==> config.mk <==
export PLATFORM = sky130hd
export DESIGN_NAME = stream_lock_ctrl_flat
export DESIGN_NICKNAME = d
export VERILOG_FILES = /design/src/rtl/stream_lock_ctrl_if.sv /design/src/rtl/stream_lock_ctrl.sv /design/src/flat_wrapper.sv
export SDC_FILE = /design/constraint.sdc
export NUM_CORES = 1
export LEC_CHECK = 0
export BUFFER_PORTS_ARGS = -buffer_cell sky130_fd_sc_hd__buf_2
export CAP_MARGIN = 10
export CORE_UTILIZATION = 60
export CTS_BUF_LIST = sky130_fd_sc_hd__clkbuf_4 sky130_fd_sc_hd__clkbuf_8
export CTS_CLUSTER_DIAMETER = 120
export DETAILED_ROUTE_END_ITERATION = 10
export PLACE_DENSITY = 0.8
export SYNTH_ARGS = -nofsm -noshare
export SYNTH_HDL_FRONTEND = slang
export SYNTH_SLANG_ARGS = --single-unit
==> constraint.sdc <==
create_clock -name clk -period 3.45 [get_ports clk]
set_clock_uncertainty 0.05 [all_clocks]
set_input_delay 0.1725 -clock clk [delete_from_list [all_inputs] [get_ports clk]]
set_output_delay 0.1725 -clock clk [all_outputs]
set_load 0.1 [all_outputs]
==> src/rtl/stream_lock_ctrl_if.sv <==
// Handshake and status bundle between the DVP capture side, the lock sequencer and the HDMI transmitter.
// The master drives the sensor/PLL status and the DVP timing; the slave (sequencer) returns lock status and measurements.
interface stream_lock_ctrl_if;
  logic        cfg_done;
  logic        pll_lock;
  logic        vsync;
  logic        de;
  logic        tmds_rst_n;
  logic        locked;
  logic [1:0]  state;
  logic [11:0] meas_de_len;
  logic [10:0] meas_lines;
  logic [7:0]  lock_loss_cnt;

  modport master (
    output cfg_done, pll_lock, vsync, de,
    input  tmds_rst_n, locked, state, meas_de_len, meas_lines, lock_loss_cnt
  );

  modport slave (
    input  cfg_done, pll_lock, vsync, de,
    output tmds_rst_n, locked, state, meas_de_len, meas_lines, lock_loss_cnt
  );
endinterface

==> src/rtl/stream_lock_ctrl.sv <==
// Holds the TMDS path in reset until config, PLL and frame geometry are stable; releases on a vsync edge.
// Latency: actions land one edge after the double-registered event is visible; no backpressure, all outputs registered.
module stream_lock_ctrl #(
  parameter int H_DE_CYCLES   = 1280,
  parameter int V_LINES       = 720,
  parameter int STABLE_FRAMES = 4,
  parameter int FRAME_TIMEOUT = 2_000_000
) (
  input  logic               clk,
  input  logic               rst_n,
  stream_lock_ctrl_if.slave  bus
);

  localparam int                TMO_W   = $clog2(FRAME_TIMEOUT + 1);
  localparam logic [11:0]       H_LEN   = 12'(H_DE_CYCLES);
  localparam logic [10:0]       V_CNT   = 11'(V_LINES);
  localparam logic [3:0]        STABLE  = 4'(STABLE_FRAMES);
  localparam logic [TMO_W-1:0]  TMO_MAX = TMO_W'(FRAME_TIMEOUT);

  typedef enum logic [1:0] {
    WAIT_CFG = 2'd0,
    SEARCH   = 2'd1,
    TRACK    = 2'd2,
    LOCKED   = 2'd3
  } state_e;

  state_e             state_q, state_d;
  logic               vs_q, vs_qq, de_q, de_qq;
  logic [11:0]        run_cnt_q, run_cnt_d;
  logic [11:0]        last_len_q, last_len_d;
  logic [10:0]        line_cnt_q, line_cnt_d;
  logic               frame_bad_q, frame_bad_d;
  logic [TMO_W-1:0]   timeout_cnt_q, timeout_cnt_d;
  logic [3:0]         good_cnt_q, good_cnt_d;
  logic               tmds_rst_n_q, tmds_rst_n_d;
  logic               locked_q, locked_d;
  logic [11:0]        meas_de_len_q, meas_de_len_d;
  logic [10:0]        meas_lines_q, meas_lines_d;
  logic [7:0]         lock_loss_cnt_q, lock_loss_cnt_d;

  logic               vs_rise, de_fall, cfg_ok;
  logic               line_len_bad, frame_good, frame_ok, tmo_hit, frame_end;
  logic [10:0]        lines_total;
  logic [3:0]         good_inc;

  assign vs_rise = vs_q & ~vs_qq;
  assign de_fall = ~de_q & de_qq;
  assign cfg_ok  = bus.cfg_done & bus.pll_lock;

  // A line ending in the vsync-rise cycle still belongs to the frame that is closing.
  assign line_len_bad = de_fall && (run_cnt_q != H_LEN);
  assign lines_total  = (de_fall && line_cnt_q != 11'h7FF) ? line_cnt_q + 11'd1 : line_cnt_q;
  assign frame_good   = !frame_bad_q && !line_len_bad && (lines_total == V_CNT) && !de_q;
  assign frame_ok     = vs_rise && frame_good;
  assign tmo_hit      = (timeout_cnt_q == TMO_MAX) && (state_q == TRACK || state_q == LOCKED);
  assign frame_end    = vs_rise || tmo_hit;
  assign good_inc     = good_cnt_q + 4'd1;

  always_ff @(posedge clk) begin
    if (!rst_n) begin
      state_q         <= WAIT_CFG;
      vs_q            <= 1'b0;
      vs_qq           <= 1'b0;
      de_q            <= 1'b0;
      de_qq           <= 1'b0;
      run_cnt_q       <= '0;
      last_len_q      <= '0;
      line_cnt_q      <= '0;
      frame_bad_q     <= 1'b0;
      timeout_cnt_q   <= '0;
      good_cnt_q      <= '0;
      tmds_rst_n_q    <= 1'b0;
      locked_q        <= 1'b0;
      meas_de_len_q   <= '0;
      meas_lines_q    <= '0;
      lock_loss_cnt_q <= '0;
    end else begin
      state_q         <= state_d;
      vs_q            <= bus.vsync;
      vs_qq           <= vs_q;
      de_q            <= bus.de;
      de_qq           <= de_q;
      run_cnt_q       <= run_cnt_d;
      last_len_q      <= last_len_d;
      line_cnt_q      <= line_cnt_d;
      frame_bad_q     <= frame_bad_d;
      timeout_cnt_q   <= timeout_cnt_d;
      good_cnt_q      <= good_cnt_d;
      tmds_rst_n_q    <= tmds_rst_n_d;
      locked_q        <= locked_d;
      meas_de_len_q   <= meas_de_len_d;
      meas_lines_q    <= meas_lines_d;
      lock_loss_cnt_q <= lock_loss_cnt_d;
    end
  end

  always_comb begin
    state_d         = state_q;
    run_cnt_d       = run_cnt_q;
    last_len_d      = last_len_q;
    line_cnt_d      = line_cnt_q;
    frame_bad_d     = frame_bad_q;
    timeout_cnt_d   = timeout_cnt_q;
    good_cnt_d      = good_cnt_q;
    meas_de_len_d   = meas_de_len_q;
    meas_lines_d    = meas_lines_q;
    lock_loss_cnt_d = lock_loss_cnt_q;

    if (state_q != WAIT_CFG && !cfg_ok) begin
      // Losing config or PLL overrides any frame event in the same cycle.
      state_d       = WAIT_CFG;
      good_cnt_d    = '0;
      frame_bad_d   = 1'b0;
      line_cnt_d    = '0;
      run_cnt_d     = '0;
      timeout_cnt_d = '0;
    end else if (state_q == WAIT_CFG) begin
      if (cfg_ok) begin
        state_d = SEARCH;
      end
    end else begin
      if (de_q && run_cnt_q != 12'hFFF) begin
        run_cnt_d = run_cnt_q + 12'd1;
      end
      if (de_fall) begin
        last_len_d = run_cnt_q;
        line_cnt_d = lines_total;
        run_cnt_d  = '0;
        if (line_len_bad) begin
          frame_bad_d = 1'b1;
        end
      end
      if (timeout_cnt_q != TMO_MAX) begin
        timeout_cnt_d = timeout_cnt_q + 1'b1;
      end

      if (vs_rise) begin
        meas_lines_d  = lines_total;
        meas_de_len_d = de_fall ? run_cnt_q : last_len_q;
        frame_bad_d   = 1'b0;
        line_cnt_d    = '0;
        timeout_cnt_d = '0;
      end else if (tmo_hit) begin
        frame_bad_d   = 1'b0;
        line_cnt_d    = '0;
        timeout_cnt_d = '0;
      end

      case (state_q)
        SEARCH: begin
          if (vs_rise) begin
            state_d    = TRACK;
            good_cnt_d = '0;
          end
        end
        TRACK: begin
          if (frame_end) begin
            if (frame_ok) begin
              good_cnt_d = good_inc;
              if (good_inc == STABLE) begin
                state_d = LOCKED;
              end
            end else begin
              good_cnt_d = '0;
            end
          end
        end
        LOCKED: begin
          if (frame_end && !frame_ok) begin
            state_d = SEARCH;
          end
        end
        default: ;
      endcase
    end

    if (state_q == LOCKED && state_d != LOCKED && lock_loss_cnt_q != 8'hFF) begin
      lock_loss_cnt_d = lock_loss_cnt_q + 8'd1;
    end

    tmds_rst_n_d = (state_d == LOCKED);
    locked_d     = (state_d == LOCKED);
  end

  assign bus.state         = state_q;
  assign bus.tmds_rst_n    = tmds_rst_n_q;
  assign bus.locked        = locked_q;
  assign bus.meas_de_len   = meas_de_len_q;
  assign bus.meas_lines    = meas_lines_q;
  assign bus.lock_loss_cnt = lock_loss_cnt_q;

endmodule

==> src/flat_wrapper.sv <==
// flat-port wrapper written by rule: the top's interface ports become plain ports
module stream_lock_ctrl_flat 
#(
  parameter int H_DE_CYCLES   = 1280,
  parameter int V_LINES       = 720,
  parameter int STABLE_FRAMES = 4,
  parameter int FRAME_TIMEOUT = 2_000_000
)
  (clk, rst_n, bus_cfg_done, bus_pll_lock, bus_vsync, bus_de, bus_tmds_rst_n, bus_locked, bus_state, bus_meas_de_len, bus_meas_lines, bus_lock_loss_cnt);
  stream_lock_ctrl_if bus_i ();
  input  logic clk;
  input  logic rst_n;
  input wire logic [$bits(bus_i.cfg_done)-1:0] bus_cfg_done;
  input wire logic [$bits(bus_i.pll_lock)-1:0] bus_pll_lock;
  input wire logic [$bits(bus_i.vsync)-1:0] bus_vsync;
  input wire logic [$bits(bus_i.de)-1:0] bus_de;
  output wire logic [$bits(bus_i.tmds_rst_n)-1:0] bus_tmds_rst_n;
  output wire logic [$bits(bus_i.locked)-1:0] bus_locked;
  output wire logic [$bits(bus_i.state)-1:0] bus_state;
  output wire logic [$bits(bus_i.meas_de_len)-1:0] bus_meas_de_len;
  output wire logic [$bits(bus_i.meas_lines)-1:0] bus_meas_lines;
  output wire logic [$bits(bus_i.lock_loss_cnt)-1:0] bus_lock_loss_cnt;
  assign bus_i.cfg_done = bus_cfg_done;
  assign bus_i.pll_lock = bus_pll_lock;
  assign bus_i.vsync = bus_vsync;
  assign bus_i.de = bus_de;
  assign bus_tmds_rst_n = bus_i.tmds_rst_n;
  assign bus_locked = bus_i.locked;
  assign bus_state = bus_i.state;
  assign bus_meas_de_len = bus_i.meas_de_len;
  assign bus_meas_lines = bus_i.meas_lines;
  assign bus_lock_loss_cnt = bus_i.lock_loss_cnt;
  stream_lock_ctrl #(.H_DE_CYCLES(H_DE_CYCLES), .V_LINES(V_LINES), .STABLE_FRAMES(STABLE_FRAMES), .FRAME_TIMEOUT(FRAME_TIMEOUT)) u_core (.clk(clk), .rst_n(rst_n), .bus(bus_i));
endmodule
==> results by stage <==
Outcome:
- The flow ran to the end, and the final reports show no timing, DRC or antenna violations.

GRT:
- The number of antenna violations at the first check in global routing was 0.
- The first-pass GRT wire length is 19.7 mm.
- Entering global routing, the biggest net connects 40 pins.
- The aggregate global routing overflow is 0.
- The number of global-route vias before repair is 4226.
- Global routing used between 20% and 30% of the available tracks.

Cells and area:
- At the end of the flow the core is filled with cells to 69.2%.
- The layout cell share with drive strength beyond 1 is 12.5%.
- The number of nets at the end of the flow is 661.
- The relative area change from synthesis to final layout is 10.3%.
- The number of standard cells in the final layout excluding fillers is 750.
- The final antenna diode count is 0.

Floorplanning:
- The die covers approximately 8600 sq um.
- The die boundary width is 92.6 um.
- The number of placement rows is 32.
- The total core area is between 7000 and 8000 sq um.
- The initial utilization of the core area, before any placement, comes to around 63%.
- Measured along the y axis, the die boundary spans just over 90 um.
- The number of top-level pins is 41.

Synthesis:
- The cell count after synthesis is 612.
- The average cell area after synthesis is 8.04 sq um.
- When the netlist entered floorplanning its net count stood at 630.
- The post-synthesis register bit count is between 90 and 100.
- The fraction of synthesis flops using an asynchronous set or reset pin is 0%.
- By count the netlist is led by sky130_fd_sc_hd__dfxtp_1 (99), sky130_fd_sc_hd__nand2_1 (99), sky130_fd_sc_hd__nor2_1 (78), sky130_fd_sc_hd__a21oi_1 (50), sky130_fd_sc_hd__clkbuf_1 (24).
- The total of warnings raised by yosys is 0.
- For this run, the leading register cell type out of synthesis is sky130_fd_sc_hd__dfxtp_1.
- The number of flops mapped to enable cells by yosys is 0.
- The share of synthesized area in the top cell type comes to 40.3%.
- The mapped netlist covers ~5000 sq um.
- After synthesis, the cell types taking the most area are sky130_fd_sc_hd__dfxtp_1 (40%), sky130_fd_sc_hd__nand2_1 (7.5%), sky130_fd_sc_hd__nor2_1 (5.9%), sky130_fd_sc_hd__a21oi_1 (5.1%), sky130_fd_sc_hd__ha_1 (3.0%).
- The cell type contributing the most total cell area after synthesis is sky130_fd_sc_hd__dfxtp_1.
- For this run, the register share of the synthesized area comes to around 40%.
- After synthesis, the netlist uses 70 different library cells.

STA:
- The final period demand of the worst path is 3200 ps.
- The final count of hold timing violations is 0.
- Setup repair after global routing left no endpoint under its margin.
- Timing would allow up to 0.313 GHz.
- The final-report setup violation count is 0.
- The number of pins exceeding their max-slew limit in the final report is 0.
- The actual transition at the worst max-transition pin is between 800 and 900 ps.
- The sum of negative setup slack is 0 ps.
- The relative slew slack is between 40% and 50%.
- After layout, the worst path uses 92.7% of the clock period.

Route:
- The detail route stage leaves a number of antenna-violating nets equal to 0.
- The via total after detailed routing is 4522.
- Wire segments on met2 add up to 5.41 mm in the final route.
- For this block, the routed nets add up to 11.6 mm of wire.
- The highest metal layer with signal wires is met4.
- The count of TritonRoute iterations in the first routing pass is 5.
- The routed via count divided by cell count is 6.03.
- Summed over all nets, wire length on met3 after detailed routing comes to around 730 um.
- The per-cell routed wire length is 15.4 um.
- The starting DRC count in detailed routing is 275.
- The wire length the detailed router placed on met1 is 5.20 mm.
- The detailed-route DRC error count is 0.

Pwr:
- The switching power is 547 uW.
- The switching portion of total power is 26.3%.
- The worst-case IR drop observed on VDD is 0.285 mV.
- The sequential share of power is 55.4%.
- The share of total power in the clock network is between 30% and 40%.
- In this run the power density over the cells is 384 nW/um^2.
- The static power due to leakage is 0.00191 uW.
- Internal power comes to 1540 uW.
- In this run, the combinational gates consume ~6% of the power.

Clocking:
- Counting the buffers created by CTS gives 9.
- The quantity of gates resized following cts is 0.
- The later pin in the worst-skew pair is clocked with a latency of 380 ps.
- The count of hold buffers inserted by post-cts repair is 2.
- The level count of the clock H-tree is 3.
- The clock net in this run drives a total of 99 sinks.
- The TritonCTS clock tree is built.
- The clock-pin slew on the worst setup and hold paths is 110 ps.
- Buffers added to address setup during post-CTS repair amount to 0.
- The longest clock path from root to sink contains 2 buffers.
- The clock root buffer is sky130_fd_sc_hd__clkbuf_8.

Worst setup path:
- The critical path launch point type is a flop.
- The most critical setup path has its startpoint at u_core.de_q.
- On the critical path, the stage with the largest delay is an instance of sky130_fd_sc_hd__a2111oi_4.
- The maximum fanout count along the critical path is 16.
- The signal on the critical path passes through nor2b_1, buf_4, or4_1, o41a_1, or4_4, a2111oi_4, o21ai_0, nor3b_2.
- STA classifies the critical path endpoint as a flop.
- Data on the critical path arrives at its endpoint at 3410 ps.
- The maximum cell stage delay along the critical path is 730 ps.
- The kind of critical path is reg2reg.
- For the worst setup path, the data required time is between 3000 and 4000 ps.
- The startpoint of the worst-slack reg-to-reg timing path is u_core.de_q.

Placed design:
- The total instance count after detailed placement is 732.
- The half-perimeter wire length after placement is 8.16 mm.
- Routability-driven placement finished with a final weighted congestion of between 0.8 and 0.9.
- The total of buffers placed on input and output ports is 40.

Min path:
- The worst hold path belongs to the class in2reg.
- The startpoint of the most critical hold path is rst_n.

Flow run:
- Max-cap violations in this run came to 0.
[worst max-delay path, delay by kind of cell (launching register included)]
family / cells / cell delay [ps]
AO/OA/AOI/OAI: 3 / 1050
buffers and inverters: 1 / 210
flip-flops: 1 / 460
AND/OR/NAND/NOR: 4 / 1320
[power by group through the flow]
stage / clock network, uW / registers [uW] / logic, uW
final: 805 / 1160 / 124
after global routing: 864 / 1160 / 134
after CTS: 823 / 1160 / 123
after detailed placement: 0 / 1180 / 120
after global placement: 0 / 1180 / 117
after floorplan: 0 / 1200 / 67.7
[worst paths after layout]
path	slack (ps)	end	cells after the start
max reg2reg	250	u_core.bus.lock_loss_cnt[6]	8
max	250	u_core.bus.lock_loss_cnt[6]	8
min	140	u_core.bus.lock_loss_cnt[5]	3
min reg2reg	410	u_core.bus.meas_lines[3]	2
[cell usage in the layout (no fill, tap or decap), drive strengths merged, types with 6 or more instances in the layout]
cell type | Yosys | final
xnor2 | 17 | 17
and2 | 12 | 12
ha | 12 | 12
a31oi | 6 | 6
nor4 | 7 | 7
nor3 | 17 | 17
xor2 | 13 | 13
inv | 14 | 17
dfxtp | 99 | 99
and3 | 8 | 8
o21ai | 18 | 18
buf | 7 | 50
nand3 | 21 | 21
or3 | 6 | 6
mux2i | 7 | 7
nand4 | 16 | 16
nand2 | 99 | 99
clkbuf | 25 | 9
nor2 | 78 | 78
a21oi | 50 | 50
a311oi | 14 | 14
[per-stage QoR]
| stage | hold slack [ps] | setup slack (ps) | cell area [sq um] | total power [uW] |
|---|---|---|---|---|
| after floorplan | 250 | 373 | 4920 | 1270 |
| after global placement | 334 | 399 | 5190 | 1300 |
| after detailed placement | 339 | 280 | 5190 | 1300 |
| after CTS | 129 | 272 | 5430 | 2100 |
| after global routing | 143 | 85.2 | 5430 | 2160 |
| final | 140 | 252 | 5430 | 2080 |
[registers in the layout (all words and copies together) (netlist names), 2 cells and up]
register                  count
u_core.bus.meas_lines        11
u_core.bus.meas_de_len       12
u_core.run_cnt_q             12
u_core.line_cnt_q            11
u_core.good_cnt_q             4
u_core.timeout_cnt_q         21
u_core.bus.state              2
u_core.bus.lock_loss_cnt      8
u_core.last_len_q            12
[metal layers]
| metal | vias to the layer above | global-route usage, % |
|---|---|---|
| met1 | 2119 | 37.8 |
| met2 | 166 | 45.9 |
| met4 | 0 | 11.2 |
| li1 | 2214 | - |
| met3 | 23 | 5.83 |
| met5 | - | 0 |
[kinds of logic (layout without fill, tap and decap cells)]
group	after synthesis	after routing	synth area share, %
adder cells (fa/ha/maj)	12	12	3.05
AO/OA/AOI/OAI	115	115	15.4
buffers and inverters	47	83	3.99
flip-flops	99	99	40.3
XOR/XNOR	30	30	5.34
AND/OR/NAND/NOR	302	302	30.6
multiplexers	7	7	1.42
[area by class of cell]
type / instances / area (sq um)
clock buffers: 9 / 124
flip-flops and latches: 99 / 1980
repair buffers: 52 / 295
clock inverters: 7 / 96.3
well taps: 102 / 128
multi-input cells: 466 / 2750
inverters: 15 / 56.3
fillers: 663 / 2420
Power figures use the tool's default switching activity.
